### config.mk
export PLATFORM = sky130hd
export DESIGN_NAME = sram_scan_reader_flat
export DESIGN_NICKNAME = d
export VERILOG_FILES = /design/src/rtl/sram_scan_reader_if.sv /design/src/rtl/sram_scan_reader.sv /design/src/flat_wrapper.sv
export SDC_FILE = /design/constraint.sdc
export NUM_CORES = 1
export LEC_CHECK = 0
export CORE_MARGIN = 5
export CORE_UTILIZATION = 56
export DETAILED_ROUTE_END_ITERATION = 8
export PLACE_DENSITY = 0.85
export SYNTH_ARGS = -nofsm -noshare
export SYNTH_HDL_FRONTEND = slang
export SYNTH_SLANG_ARGS = --single-unit
### constraint.sdc
create_clock -name i_clk -period 5.7 [get_ports i_clk]
set_input_delay 1.14 -clock i_clk [delete_from_list [all_inputs] [get_ports i_clk]]
set_output_delay 1.14 -clock i_clk [all_outputs]
set_load 0.01 [all_outputs]
### src/rtl/sram_scan_reader_if.sv
// sram_scan_reader_if
//   Bundles the reader's two buses: the SRAM read port and the valid/ready
//   output stream.
//   Signals:
//     o_sram_addr  [ADDR_WIDTH] read address to SRAM (reader drives)
//     o_sram_write [1]          SRAM write enable, held 0 (reader drives)
//     i_sram_data  [DATA_WIDTH] SRAM registered read data (SRAM drives)
//     o_data       [DATA_WIDTH] head-of-buffer word (reader drives)
//     o_valid      [1]          o_data is valid (reader drives)
//     i_ready      [1]          sink accepts o_data (sink drives)
//   Modports: master = reader side, slave = SRAM/sink side.
interface sram_scan_reader_if #(
    parameter int ADDR_WIDTH = 8,
    parameter int DATA_WIDTH = 8
);
    logic [ADDR_WIDTH-1:0] o_sram_addr;
    logic                  o_sram_write;
    logic [DATA_WIDTH-1:0] i_sram_data;
    logic [DATA_WIDTH-1:0] o_data;
    logic                  o_valid;
    logic                  i_ready;

    modport master (
        output o_sram_addr, o_sram_write, o_data, o_valid,
        input  i_sram_data, i_ready
    );

    modport slave (
        input  o_sram_addr, o_sram_write, o_data, o_valid,
        output i_sram_data, i_ready
    );
endinterface

### src/rtl/sram_scan_reader.sv
// sram_scan_reader
//   Walks SRAM addresses 0..DEPTH-1 after a start pulse, absorbs the SRAM's
//   one-cycle registered read latency and streams the words in address order
//   through a 2-entry valid/ready output buffer (1 word/clock when the sink
//   is always ready).
//   Ports:
//     i_clk, i_rst  clock (rising edge), asynchronous active-high reset
//     i_start       begin a frame (sampled only in IDLE)
//     i_stop        end continuous scanning (SCAN_REPEAT_EN builds only)
//     o_busy        high while RUN or DRAIN
//     o_done        one-cycle pulse after the last word of a frame is accepted
//     bus           sram_scan_reader_if.master: SRAM read port + output stream
//   Build option: define SCAN_REPEAT_EN for continuous frame scanning that
//   ends on i_stop; undefined gives single-frame operation.
module sram_scan_reader #(
    parameter int ADDR_WIDTH = 8,
    parameter int DATA_WIDTH = 8,
    parameter int DEPTH      = 256
) (
    input  logic                    i_clk,
    input  logic                    i_rst,
    input  logic                    i_start,
    input  logic                    i_stop,
    output logic                    o_busy,
    output logic                    o_done,
    sram_scan_reader_if.master      bus
);

    localparam logic [ADDR_WIDTH-1:0] LAST = ADDR_WIDTH'(DEPTH - 1);

    typedef enum logic [1:0] {IDLE, RUN, DRAIN} state_t;

    state_t                state, state_nxt;
    logic [ADDR_WIDTH-1:0] addr;
    logic [ADDR_WIDTH-1:0] out_idx;
    logic                  inflight;
    logic [DATA_WIDTH-1:0] fifo_q [2];
    logic                  rd_ptr, wr_ptr;
    logic [1:0]            count;
    logic                  pop, issue, end_scan;
    logic [2:0]            occ;

`ifdef SCAN_REPEAT_EN
    logic stop_q;
    // An i_stop arriving in the cycle that issues DEPTH-1 still ends this frame.
    assign end_scan = stop_q | i_stop;
`else
    logic unused_stop;
    assign unused_stop = i_stop;
    assign end_scan    = 1'b1;
`endif

    assign pop              = (count != 2'd0) && bus.i_ready;
    assign occ              = {1'b0, count} + {2'b00, inflight};
    assign o_busy           = (state != IDLE);
    assign bus.o_sram_addr  = addr;
    assign bus.o_sram_write = 1'b0;
    assign bus.o_data       = fifo_q[rd_ptr];
    assign bus.o_valid      = (count != 2'd0);

    always_comb begin
        state_nxt = state;
        issue     = 1'b0;
        case (state)
            IDLE: begin
                if (i_start) state_nxt = RUN;
            end
            RUN: begin
                // count + inflight - pop < 2, kept non-negative.
                issue = (occ < (3'd2 + {2'b00, pop}));
                if (issue && (addr == LAST) && end_scan) state_nxt = DRAIN;
            end
            DRAIN: begin
                if (!inflight && ((count == 2'd0) || (count == 2'd1 && pop)))
                    state_nxt = IDLE;
            end
            default: state_nxt = IDLE;
        endcase
    end

    always_ff @(posedge i_clk or posedge i_rst) begin
        if (i_rst) begin
            state    <= IDLE;
            addr     <= '0;
            out_idx  <= '0;
            inflight <= 1'b0;
            rd_ptr   <= 1'b0;
            wr_ptr   <= 1'b0;
            count    <= '0;
            o_done   <= 1'b0;
            for (int unsigned i = 0; i < 2; i++) fifo_q[i] <= '0;
        end else begin
            state    <= state_nxt;
            inflight <= issue;
            o_done   <= pop && (out_idx == LAST);
            count    <= count + {1'b0, inflight} - {1'b0, pop};
            if (issue) addr <= (addr == LAST) ? '0 : addr + 1'b1;
            if (inflight) begin
                fifo_q[wr_ptr] <= bus.i_sram_data;
                wr_ptr         <= ~wr_ptr;
            end
            if (pop) begin
                rd_ptr  <= ~rd_ptr;
                out_idx <= (out_idx == LAST) ? '0 : out_idx + 1'b1;
            end
        end
    end

`ifdef SCAN_REPEAT_EN
    always_ff @(posedge i_clk or posedge i_rst) begin
        if (i_rst)                     stop_q <= 1'b0;
        else if (state == IDLE)        stop_q <= 1'b0;
        else if (state == RUN && i_stop) stop_q <= 1'b1;
    end
`endif

endmodule

### src/flat_wrapper.sv
// flat-port wrapper written by rule: the top's interface ports become plain ports
module sram_scan_reader_flat 
#(
    parameter int ADDR_WIDTH = 8,
    parameter int DATA_WIDTH = 8,
    parameter int DEPTH      = 256
)
  (i_clk, i_rst, i_start, i_stop, o_busy, o_done, bus_o_sram_addr, bus_o_sram_write, bus_o_data, bus_o_valid, bus_i_sram_data, bus_i_ready);
  sram_scan_reader_if #(.ADDR_WIDTH(ADDR_WIDTH), .DATA_WIDTH(DATA_WIDTH)) bus_i ();
  input  logic i_clk;
  input  logic i_rst;
  input  logic i_start;
  input  logic i_stop;
  output logic o_busy;
  output logic o_done;
  output wire logic [$bits(bus_i.o_sram_addr)-1:0] bus_o_sram_addr;
  output wire logic [$bits(bus_i.o_sram_write)-1:0] bus_o_sram_write;
  output wire logic [$bits(bus_i.o_data)-1:0] bus_o_data;
  output wire logic [$bits(bus_i.o_valid)-1:0] bus_o_valid;
  input wire logic [$bits(bus_i.i_sram_data)-1:0] bus_i_sram_data;
  input wire logic [$bits(bus_i.i_ready)-1:0] bus_i_ready;
  assign bus_o_sram_addr = bus_i.o_sram_addr;
  assign bus_o_sram_write = bus_i.o_sram_write;
  assign bus_o_data = bus_i.o_data;
  assign bus_o_valid = bus_i.o_valid;
  assign bus_i.i_sram_data = bus_i_sram_data;
  assign bus_i.i_ready = bus_i_ready;
  sram_scan_reader #(.ADDR_WIDTH(ADDR_WIDTH), .DATA_WIDTH(DATA_WIDTH), .DEPTH(DEPTH)) u_core (.i_clk(i_clk), .i_rst(i_rst), .i_start(i_start), .i_stop(i_stop), .o_busy(o_busy), .o_done(o_done), .bus(bus_i));
endmodule
==> results.sh, run 1 <==
export IMPL_finalHoldViolCount=0
export IMPL_irDropWorstVdd_uv=386
export IMPL_syn_area_um2=1880
export IMPL_p_int_mw=0.878
export IMPL_vias=1322
export IMPL_dpl_instance_area_um2=2220
export IMPL_grt_pass1_wl_mm=6.27
export IMPL_dpl_hpwl_mm=2.71
export IMPL_nets=211
export IMPL_fillers=240
export IMPL_routed_wl_mm=3.67
export IMPL_drive_gt1_share_pct=20.2
export IMPL_cp_data_required_time_ns=4.56
export IMPL_core_um2=3280
export IMPL_rows=21
export IMPL_wl_per_cell_um=15.4
export IMPL_status="completed"
export IMPL_worstSetupPathType="reg2out"
export IMPL_first_global_vias=1378
export IMPL_ys_seq_area_share_pct=53.4
export IMPL_stdcell_area_um2=2300
export IMPL_grt_usage_pct=18.8
export IMPL_seqCellArea_um2=1000
export IMPL_switchingPower_mw=0.505
export IMPL_syn_avg_cell_area_um2=11.9
export IMPL_insertion_delay_ns=0.36
export IMPL_multiInputGateArea_um2=826
export IMPL_grt_antenna_before_repair=0
export IMPL_antennaDiodeCount=0
export IMPL_final_setup_worst_slack_ns=2.70
export IMPL_synth_nets=176
export IMPL_clock_root_buffer="clkbuf_4"
export IMPL_htreeDepth=2
export IMPL_synth_cells=157
export IMPL_dieArea_um2=4610
export IMPL_cts_tree="yes"
export IMPL_cts_sinks=40
export IMPL_dp_slack_ns=2.50
export IMPL_final_util_pct=70.1
export IMPL_ios=33
export IMPL_end_kind="primary output"
export IMPL_cp_cell_sequence="mux2_2 -> clkdlybuf4s50_1"
export IMPL_fp_dieW_um=67.9
export IMPL_seqPwrFrac_pct=39.3
export IMPL_tightestPinTransition_ns=0.733
export IMPL_rsz0062_at_grt="no"
export IMPL_port_buffers=30
export IMPL_cp_slowest_stage_delay_ns=0.62
export IMPL_overflow=0
export IMPL_syn_to_final_growth_pct=22.7
export IMPL_die_h_um=67.9
export IMPL_path_delay_family="flip-flops"
export IMPL_period_share_pct=52.6
export IMPL_worstPathMaxFanout=9
export IMPL_viasPerCell=5.53
export IMPL_synth_seq_cells=40
export IMPL_setup_viol=0
export IMPL_power_density_nw_per_um2=601
export IMPL_path_buf_inv=1
export IMPL_relSlewSlack_pct=50.9
export IMPL_clk_pin_slew_worst_paths_ns=0.14
export IMPL_drtIter0Drc=29
export IMPL_ant_nets=0
export IMPL_crit_arrival_ns=1.86
export IMPL_initial_core_util_pct=57.1
export IMPL_post_cts_setup_buffer_count=0
export IMPL_drt_first_pass_iters=4
export IMPL_max_freq_ghz=0.333
export IMPL_place_gp_congestion=0.868
export IMPL_min_period_ns=3.00
export IMPL_cpMaxStageDelayCell="dfrtp_1"
export IMPL_cp_start_kind="flop"
export IMPL_yosysWarningCount=0
export IMPL_tns_ns=0
export IMPL_hold_path_class="reg2reg"
export IMPL_cts_resized=0
export IMPL_cts_hold_buffers=0
export IMPL_grt_max_degree=41
export IMPL_slew_viol_final=0
export IMPL_power_share_clock_pct=13.8
export IMPL_pwr_share_comb_pct=46.9
export IMPL_yosysUniqueCellTypes=36
export IMPL_drv_cap=0
export IMPL_cts_path_max_buffers=2
export IMPL_p_leak_nw=0.979
export IMPL_switching_share_pct=36.5
export IMPL_drc=0
export IMPL_fin_worst_skew_ns=0.0252
export IMPL_cts_buffers_inserted=5
## cell usage in the layout, fill, tap and decap left out, types with 5 or more instances in the layout
| cell type | n |
|---|---|
| clkbuf_4 | 5 |
| clkdlybuf4s50_1 | 30 |
| dfrtp_1 | 40 |
| ha_1 | 6 |
| inv_1 | 7 |
| mux2_2 | 25 |
| nand2_1 | 12 |
| nand3_1 | 8 |
| nor2_1 | 5 |
| o21ai_0 | 5 |
| xnor2_1 | 10 |
## worst reg2reg max path: cells and delay by family, from the launching register on
| kind | cells | cell delay (ns) |
|---|---|---|
| adders and majority gates | 2 | 0.42 |
| buffers and inverters | 1 | 0.15 |
| DFF | 1 | 0.46 |
| muxes | 1 | 0.34 |
| and+or+nand+nor | 2 | 0.68 |
## state kept, by name, summed over array words and instances, names as in the netlist
| signal | cells |
|---|---|
| u_core.rd_ptr | 1 |
| u_core.fifo_q | 16 |
| u_core.state | 2 |
| u_core.bus.o_sram_addr | 8 |
| u_core.wr_ptr | 1 |
| u_core.count | 2 |
| u_core.inflight | 1 |
| u_core.out_idx | 8 |
| u_core.o_done | 1 |
## stage by stage
stage          hold slack [ns]  cells  power, mW
2_1_floorplan            0.446    157      0.940
3_3_place_gp             0.468    231       1.15
3_5_place_dp             0.472    231       1.20
4_1_cts                  0.492    239       1.39
5_1_grt                  0.525    239       1.49
6_report                 0.491    239       1.38
## final timing paths
kind / startpoint / end / slack (ns) / cells after the start
min in group asynchronous: i_rst / u_core.fifo_q[14] / 1.19 / 3
max: u_core.rd_ptr / bus_o_data[7] / 2.70 / 2
max reg2reg: u_core.count[0] / u_core.bus.o_sram_addr[1] / 3.55 / 6
min: u_core.out_idx[6] / u_core.out_idx[6] / 0.49 / 1
max in group asynchronous: i_rst / u_core.out_idx[2] / 4.16 / 3
min reg2reg: u_core.out_idx[6] / u_core.out_idx[6] / 0.49 / 1
## cell type report
type / count / area share [%]
Timing Repair Buffer: 31 / 13.4
Multi-Input combinational cell: 107 / 35.9
Tap cell: 46 / 2.50
Clock buffer: 5 / 1.63
Clock inverter: 3 / 2.01
Sequential cell: 40 / 43.5
Inverter: 7 / 1.14
## Yosys cell counts
cell      count  area, µm²
a211oi_1      1       7.51
a21oi_1       1       5.00
a31oi_1       2       12.5
and3_1        2       12.5
and4_1        1       8.76
and4b_1       1       10.0
buf_4         1       7.51
buf_6         1       11.3
clkbuf_1      1       3.75
conb_1        1       3.75
dfrtp_1      40       1000
ha_1          6       75.1
inv_1         7       26.3
mux2_2       25        282
mux2i_1       1       10.0
nand2_1      12       45.0
nand2b_1      1       6.26
nand3_1       8       40.0
nand4_1       4       25.0
nor2_1        5       18.8
nor2b_1       1       6.26
nor3_1        4       20.0
nor4_1        1       6.26
o211ai_1      1       7.51
o21a_4        1       15.0
o21ai_0       5       25.0
o21ai_1       1       5.00
o21ai_2       1       8.76
o311ai_0      1       8.76
o31ai_1       1       7.51
o41ai_1       1       8.76
or2_2         3       18.8
or3_1         1       6.26
or4_1         2       15.0
xnor2_1      10       87.6
xor2_1        2       17.5
## metal layers
layer / vias up / wire, µm / share of wire [%] / track usage, %
li1: 626 / - / - / -
met1: 650 / 1600 / 43 / 22.6
met2: 40 / 1800 / 49 / 30.4
met3: 6 / 209 / 5.7 / 7.06
met4: 0 / 63 / 1.7 / 7.69
met5: - / 0 / 0 / 0
## kinds of logic (layout without fill, tap and decap cells)
| group | after synthesis | count (layout) | share of synthesized area (%) |
|---|---|---|---|
| AO/OA/AOI/OAI | 16 | 16 | 5.94 |
| multiplexers | 26 | 26 | 15.5 |
| buffers and inverters | 10 | 46 | 2.60 |
| AND/OR/NAND/NOR | 46 | 46 | 12.7 |
| XOR/XNOR | 12 | 12 | 5.60 |
| flip-flops | 40 | 40 | 53.4 |
| other | 1 | 1 | 0.200 |
| adder cells (fa/ha/maj) | 6 | 6 | 4.00 |
## power by group through the flow
stage	clock network [mW]	registers (mW)	logic (mW)
6_report	0.191	0.543	0.648
5_1_grt	0.209	0.561	0.721
4_1_cts	0.194	0.542	0.656
3_5_place_dp	0	0.547	0.652
3_3_place_gp	0	0.530	0.621
2_1_floorplan	0	0.514	0.425
(Power assumes the default switching activity.)
==> run 2: changes to the inputs <==
--- a/config.mk
+++ b/config.mk
@@ -6,9 +6,9 @@
 export NUM_CORES = 1
 export LEC_CHECK = 0
 export CORE_MARGIN = 5
-export CORE_UTILIZATION = 56
+export CORE_UTILIZATION = 47
 export DETAILED_ROUTE_END_ITERATION = 8
-export PLACE_DENSITY = 0.85
+export PLACE_DENSITY = 0.76
 export SYNTH_ARGS = -nofsm -noshare
 export SYNTH_HDL_FRONTEND = slang
 export SYNTH_SLANG_ARGS = --single-unit
==> constraint.sdc (replaced) <==
create_clock -name i_clk -period 2.67 [get_ports i_clk]
set_input_delay 0.534 -clock i_clk [delete_from_list [all_inputs] [get_ports i_clk]]
set_output_delay 0.534 -clock i_clk [all_outputs]
set_load 0.01 [all_outputs]
==> results.sh, run 2 (synthesis gave the netlist of run 1 again) <==
export IMPL_status="completed"
export IMPL_period_share_pct=85.5
export IMPL_crit_end="bus_o_data[0]"
export IMPL_cts_sinks=40
export IMPL_cp_data_required_time_ns=2.14
export IMPL_drtIter0Drc=35
export IMPL_tns_ns=0
export IMPL_power_share_clock_pct=20.6
export IMPL_largest_register_ffs=16
export IMPL_power_density_nw_per_um2=1350
export IMPL_fin_worst_skew_ns=0.00655
export IMPL_die_h_um=73.2
export IMPL_rows=23
export IMPL_relSlewSlack_pct=49.5
export IMPL_cts_path_max_buffers=2
export IMPL_critPathLaunch="u_core.rd_ptr"
export IMPL_grt_usage_pct=15.7
export IMPL_tightestPinTransition_ns=0.754
export IMPL_ios=33
export IMPL_grt_max_degree=41
export IMPL_drive_gt1_share_pct=21.0
export IMPL_drv_cap=0
export IMPL_cts_hold_buffers=0
export IMPL_vias=1292
export IMPL_rsz0062_at_grt="no"
export IMPL_dpl_instance_area_um2=2240
export IMPL_post_cts_setup_buffer_count=0
export IMPL_drt_first_pass_iters=4
export IMPL_p_leak_nw=1.02
export IMPL_insertion_delay_ns=0.29
export IMPL_wl_per_cell_um=15.0
export IMPL_instances_no_fill=245
export IMPL_overflow=0
export IMPL_mostFrequentLayoutCells="dfrtp_1, clkdlybuf4s50_1, mux2_2"
export IMPL_first_global_vias=1411
export IMPL_dp_cells=237
export IMPL_pwr_share_comb_pct=43.9
export IMPL_worstPathMaxFanout=9
export IMPL_fp_dieW_um=73.2
export IMPL_clk_pin_slew_worst_paths_ns=0.08
export IMPL_seqPwrFrac_pct=35.4
export IMPL_syn_to_final_growth_pct=27.8
export IMPL_switchingPower_mw=1.07
export IMPL_top_register="u_core.fifo_q"
export IMPL_max_freq_ghz=0.438
export IMPL_irDropWorstVdd_uv=692
export IMPL_antennaDiodeCount=0
export IMPL_dieArea_um2=5350
export IMPL_r2r_end="u_core.count[1]"
export IMPL_slew_viol_final=0
export IMPL_ff2ff_path_depth=7
export IMPL_stdcell_area_um2=2400
export IMPL_cts_resized=0
export IMPL_cp_start_kind="flop"
export IMPL_worstSetupPathType="reg2out"
export IMPL_routed_wl_mm=3.67
export IMPL_finalHoldViolCount=0
export IMPL_reg2reg_from="u_core.count[1]"
export IMPL_r2r_slack_ns=0.68
export IMPL_drc=0
export IMPL_ant_nets=0
export IMPL_hold_path_class="reg2reg"
export IMPL_switching_share_pct=32.9
export IMPL_viasPerCell=5.27
export IMPL_p_int_mw=2.18
export IMPL_cts_tree="yes"
export IMPL_core_um2=3940
export IMPL_nets=213
export IMPL_grt_antenna_before_repair=0
export IMPL_setup_viol=0
export IMPL_port_buffers=30
export IMPL_htreeDepth=2
export IMPL_dpl_hpwl_mm=2.66
export IMPL_cts_buffers_inserted=5
export IMPL_grt_pass1_wl_mm=6.51
export IMPL_crit_arrival_ns=1.75
export IMPL_end_kind="primary output"
export IMPL_fillers=293
export IMPL_place_gp_congestion=0.856
export IMPL_clock_root_buffer="clkbuf_8"
export IMPL_final_common_cell="dfrtp_1"
export IMPL_min_period_ns=2.28
export IMPL_initial_core_util_pct=47.6
## run 2: cell types whose count changed in the layout (fill, tap and decap cells not counted), sizes merged
cell      change
inv           -1
bufinv        +2
clkinvlp      -1
buf           +2
## run 2: metrics by stage
stage / hold WS [ns] / util [%] / power (mW) / setup WS (ns)
after floorplan: 0.446 / - / 2.01 / 0.847
after global placement: 0.468 / 56.8 / 2.50 / 0.423
after detailed placement: 0.469 / 56.8 / 2.59 / 0.390
after CTS: 0.483 / 60.8 / 3.28 / 0.358
after global routing: 0.499 / 60.8 / 3.48 / 0.304
final: 0.482 / 60.8 / 3.25 / 0.388
## run 2: worst min-delay path by stage
stage / start / to / slack, ns / cells past startpoint
CTS: u_core.out_idx[6] / u_core.out_idx[6] / 0.48 / 1
detailed placement: u_core.out_idx[6] / u_core.out_idx[6] / 0.47 / 1
finish: u_core.out_idx[6] / u_core.out_idx[6] / 0.48 / 1
global placement: u_core.out_idx[6] / u_core.out_idx[6] / 0.47 / 1
floorplan: u_core.out_idx[6] / u_core.out_idx[6] / 0.45 / 1
global route: u_core.out_idx[6] / u_core.out_idx[6] / 0.50 / 1
## run 2: area by class of cell
type	instances	area (µm²)	area share, %
flip-flops and latches	40	1000	41.8
well taps	50	62.6	2.61
clock inverters	3	90.1	3.76
repair buffers	33	323	13.5
clock buffers	5	68.8	2.87
multi-input cells	107	826	34.4
inverters	7	26.3	1.10
## run 2: power by group through the flow
stage	clock network [mW]	logic [mW]	registers, mW
floorplan	0	0.908	1.10
global placement	0	1.37	1.13
detailed placement	0	1.43	1.16
CTS	0.684	1.45	1.15
global route	0.705	1.58	1.20
finish	0.670	1.43	1.15
## run 2: per-layer routing
metal	vias up	routed length [µm]	GRT usage [%]	share of wire [%]
li1	631	-	-	-
met1	628	1610	19.8	44
met2	29	1860	26.5	51
met3	4	178	4.41	4.9
met4	0	24	3.69	0.65
met5	-	0	0	0
## run 2: critical path, cell delays in order (launching register included)
cell             delay, ns
dfrtp_1               0.58
mux2_2                0.39
clkdlybuf4s50_1       0.48
